==> src/rtl/i2s_deserializer.sv <==
// i2s_deserializer: mclk-oversampled I2S receiver that rebuilds {left,right} frames and tracks frame lock
module i2s_deserializer #(
  parameter int WORD_BITS   = 16,
  parameter int LOCK_FRAMES = 4,
  parameter int TIMEOUT     = 64
) (
  input  logic                   mclk,
  input  logic                   rst_n,
  input  logic                   bck,
  input  logic                   wclk,
  input  logic                   sdata,
  output logic [2*WORD_BITS-1:0] data,
  output logic                   dtw,
  output logic                   locked,
  output logic                   err
);
  localparam int GW = $clog2(LOCK_FRAMES + 1);
  localparam int TW = $clog2(TIMEOUT + 1);
  localparam logic [GW-1:0] LF = GW'(LOCK_FRAMES);
  localparam logic [TW-1:0] TO = TW'(TIMEOUT);
  localparam logic [5:0] WB = 6'(WORD_BITS);
  typedef enum logic [1:0] {IDLE, ALIGN, LOCKED} state_t;
  state_t state;
  logic bck_s1, bck_s2, bck_s3, wclk_s1, wclk_s2, sdata_s1, sdata_s2;
  logic wclk_prev, left_ok, rise, bound, bad;
  logic [WORD_BITS-2:0] shift;
  logic [WORD_BITS-1:0] left, word;
  logic [4:0] cnt;
  logic [5:0] len;
  logic [GW-1:0] good;
  logic [TW-1:0] tmo;
  always_comb begin
    rise  = bck_s2 & ~bck_s3;
    bound = rise & (wclk_s2 != wclk_prev);
    word  = {shift, sdata_s2};
    len   = {1'b0, cnt} + 6'd1;
    bad   = (len != WB) | (wclk_prev & ~left_ok);
  end
  always_ff @(posedge mclk) begin
    if (!rst_n) begin
      {bck_s1, bck_s2, bck_s3, wclk_s1, wclk_s2, sdata_s1, sdata_s2} <= '0;
      state     <= IDLE;
      shift     <= '0;
      cnt       <= '0;
      left      <= '0;
      left_ok   <= 1'b0;
      good      <= '0;
      tmo       <= '0;
      wclk_prev <= 1'b0;
      data      <= '0;
      dtw       <= 1'b0;
      locked    <= 1'b0;
      err       <= 1'b0;
    end else begin
      {bck_s3, bck_s2, bck_s1} <= {bck_s2, bck_s1, bck};
      {wclk_s2, wclk_s1}       <= {wclk_s1, wclk};
      {sdata_s2, sdata_s1}     <= {sdata_s1, sdata};
      dtw <= 1'b0;
      err <= 1'b0;
      if (rise) begin
        shift     <= word[WORD_BITS-2:0];
        cnt       <= bound ? 5'd0 : (&cnt ? cnt : cnt + 5'd1);
        wclk_prev <= wclk_s2;
        tmo       <= '0;
        if (bound) begin
          if (state == IDLE) begin
            state   <= ALIGN;
            left_ok <= 1'b0;
            good    <= '0;
          end else if (bad) begin
            err     <= 1'b1;
            good    <= '0;
            left_ok <= 1'b0;
            if (state == LOCKED) begin
              state  <= ALIGN;
              locked <= 1'b0;
            end
          end else if (!wclk_prev) begin
            left    <= word;
            left_ok <= 1'b1;
          end else begin
            left_ok <= 1'b0;
            good    <= (good == LF) ? good : good + 1'b1;
            if (state == LOCKED) begin
              data <= {left, word};
              dtw  <= 1'b1;
            end else if (good + 1'b1 == LF) begin
              state  <= LOCKED;
              locked <= 1'b1;
            end
          end
        end
      end else if (tmo != TO) begin
        tmo <= tmo + 1'b1;
        if (state != IDLE && tmo + 1'b1 == TO) begin
          state   <= IDLE;
          err     <= 1'b1;
          locked  <= 1'b0;
          cnt     <= '0;
          good    <= '0;
          left_ok <= 1'b0;
          tmo     <= '0;
        end
      end
    end
  end
endmodule

==> config.mk <==
export PLATFORM = sky130hd
export DESIGN_NAME = i2s_deserializer
export DESIGN_NICKNAME = d
export VERILOG_FILES = /design/src/rtl/i2s_deserializer.sv
export SDC_FILE = /design/constraint.sdc
export NUM_CORES = 1
export LEC_CHECK = 0
export ABC_AREA = 1
export CAP_MARGIN = 25
export CORE_ASPECT_RATIO = 1.25
export CORE_MARGIN = 4
export CORE_UTILIZATION = 35
export DETAILED_ROUTE_END_ITERATION = 6
export SLEW_MARGIN = 40
export SYNTH_ARGS = -nofsm -noshare
export SYNTH_HDL_FRONTEND = slang
export SYNTH_SLANG_ARGS = --single-unit
export TNS_END_PERCENT = 30
==> constraint.sdc <==
create_clock -name mclk -period 2.1 [get_ports mclk]
set_input_delay 0.42 -clock mclk [delete_from_list [all_inputs] [get_ports mclk]]
set_output_delay 0.42 -clock mclk [all_outputs]
set_load 0.01 [all_outputs]
==> out/results.txt <==
Flop pwr share = 51.4%
deepest clock path buffer count = 2
Logic pwr share = 4.3%
Synth Area in XOR/XNOR = 0.945%
Post-Synth Simple-Gate Area = 24.9%
Design Area, Final = 4990 um^2
CP required = 2370 ps
vias in the first global route = 3394
grt ovf = 0
internal cell power = 2.73 mW
register bit total from synthesis = 92
CTS tree = done
Synth warnings = 0
DRT iter0 DRCs = 160
Syn Area/Cell = 7.49 um^2
Synth Area in Compound Gates = 13.9%
RSZ-0062 raised after global routing = yes
row count = 41
failing checks = negative setup slack
status = complete, but fails checks
endpoints failing setup = 40
first-pass GRT wire length = 15300 um
I/O Pins = 40
Crit Path Category = reg2reg
multi-input logic area = 1790 um^2
Synth-to-Final Area Change = 34.6%
Post-Route WL = 9100 um
initial antenna violation count = 0
Die ar. = 12300 um^2
Relative slew margins = 77.4%
Worst VDD drop = 0.000366 V
worst path bufs/invs = 3
Via density = 4.83
Tot GR Track Use = 15.4%
crit path launch type = flop
pre-CTS WS = -122 ps
FFs w/ async S/R, synth = 0%
Post-DP HPWL = 6070 um
Final Slew Violations = 0
mux cell area share after synthesis = 0%
H-tree Lvls = 3
min Tclk post-route = 2160 ps
cts bufs inserted = 9
slowest stage delay, CP = 340 ps
dominant synthesized flop cell = dfxtp_1
clock net sink count = 92
hold_ws = 399 ps
crit-path most repeated cell = buf_6
DRC violations left = 0
Cell Area, Synth = 3710 um^2
core box area = 10200 um^2
vias post-DR = 3330
Distinct cells, synth = 26
slowest library cell on the worst path = dfxtp_2
Worst path top cell family by delay = simple AND/OR/NAND/NOR gates
Sw Share = 22.4%
critical-path maximum fanout = 6
Static Leakage = 2.20 nW
worst-skew pair later-pin latency = 340 ps
largest net degree at the start of global routing = 35
syn nets = 509
die width = 100 um
most common cell after layout, fill and taps aside = nor2_1
Final Hold Viols = 0
layout cell share with drive strength beyond 1 = 20.2%
sequential share of the synthesized area = 49.7%
fillers = 979
placed cell areas = 4350 um^2
clk_skew = 5.51 ps
Synth Area in Adders = 3.04%
DR pass1 iterations = 4
Root Buffer = clkbuf_16
critical path capture point type = flop
Buffers on Ports = 39
most frequent cells in the layout = nor2_1 (112), dfxtp_1 (88), o21ai_0 (57)
initial core utilization = 36.3%
number of synthesized flops with an enable pin = 0
final worst path period share = 103%
die height = 123 um
ANT cells = 0
Max Fclk = 0.464 GHz
Min-Delay Path Class = in2reg
Mapped Cells = 495
cells along the critical path = ha_4 > nand2_1 > nor2_1 > ha_1 > nand2_1 > a21oi_2 > nand3_2 > nor2_4 > buf_6 > nand2_4 > nor2_4 > buf_6 > buf_6 > o21ai_0 > nor2_1
Clk pwr share = 44.3%
Avg WL per Cell = 13.2 um
GPL Wtd Cong = 0.848
Switch Pwr = 0.788 mW
Slew @ Worst Pin = 336 ps
clk slew on worst S/H paths = 60 ps
setup slack after layout = -55.6 ps
Reg area = 1850 um^2
Pwr Density = 705 nW/um^2
max cap viols = 0
post-layout net count = 569
Crit path arrival time = 2430 ps
largest family of logic cells by synthesized area = simple AND/OR/NAND/NOR gates
Final ANT Viol Nets = 0
metal layers:
metal  vias up  track usage, %  routed length (um)
met5         -               0                   0
met3         9            3.33                 265
met1      1553            17.8                3870
met4         0            5.81                 124
li1       1717               -                   -
met2        51            27.7                4840
flip-flops by register name (all words and copies together) (netlist names), 2 cells and up:
signal,flops
cnt,5
tmo,7
shift,15
good,3
left,16
state,2
data,32
metrics by stage:
step / TNS, ps / power, mW / instances / utilization [%]
6_report: -890 / 3.52 / 689 / 48.9
5_1_grt: -8710 / 3.64 / 689 / 48.9
4_1_cts: -259 / 3.53 / 682 / 46.4
3_5_place_dp: -3450 / 1.99 / 664 / 42.6
3_3_place_gp: -1260 / 1.98 / 664 / 42.6
2_1_floorplan: -1800 / 1.93 / 495 / -
power by group through the flow:
stage	Combinational [mW]	Sequential (mW)	Clock, mW
after global placement	0.139	1.84	0
after floorplan	0.0971	1.84	0
after detailed placement	0.142	1.84	0
after global routing	0.171	1.81	1.66
after CTS	0.143	1.81	1.58
final	0.151	1.81	1.56
worst register-to-register path, delay by kind of cell, from the launching register on:
kind            cells  cell delay, ps
compound gates      2             200
simple gates        8             710
fa+ha+maj           2             440
flops               1             340
buf+inv             3             380
worst paths after layout:
kind	end	slack (ps)	depth (start not counted)	from
setup / recovery	left[12]	-60	15	cnt[1]
hold / removal	locked	400	3	rst_n
setup reg to reg	left[12]	-60	15	cnt[1]
hold reg to reg	bck_s2	410	2	bck_s1
kinds of logic after synthesis:
kind of cell    count (synthesis)
compound gates                102
xor+xnor                        4
fa+ha+maj                       9
buf+inv                        65
flops                          92
simple gates                  223
synth_stat cells, types with 2 or more instances:
cell        n  area (um^2)
nor2_1    135          507
dfxtp_1    92         1840
o21ai_0    70          350
nand2_1    51          191
inv_1      39          146
a21oi_1    30          150
nand3_1    19         95.1
clkbuf_1   11         41.3
ha_1        9          113
buf_2       7         35.0
nand4_1     6         37.5
nor3_1      4         20.0
buf_6       3         33.8
inv_2       3         11.3
nand3_2     2         20.0
nor2_2      2         12.5
xnor2_1     2         17.5
xor2_1      2         17.5
final cells by class:
cell class	instances	share of cell area [%]
flip-flops and latches	92	37.0
multi-input cells	338	36.0
inverters	42	3.21
clock inverters	3	0.401
clock buffers	13	5.42
well taps	129	3.23
repair buffers	72	14.8
timing repair:
item / 4_1_cts / 5_1_grt
gates cloned: 1 / 1
gates resized for setup: 19 / 69
hold buffers: 0 / 0
buffers inserted: 1 / 6
pin swaps: 2 / 21
endpoints found under the setup margin: 54 / 61
(Power assumes the default switching activity.)
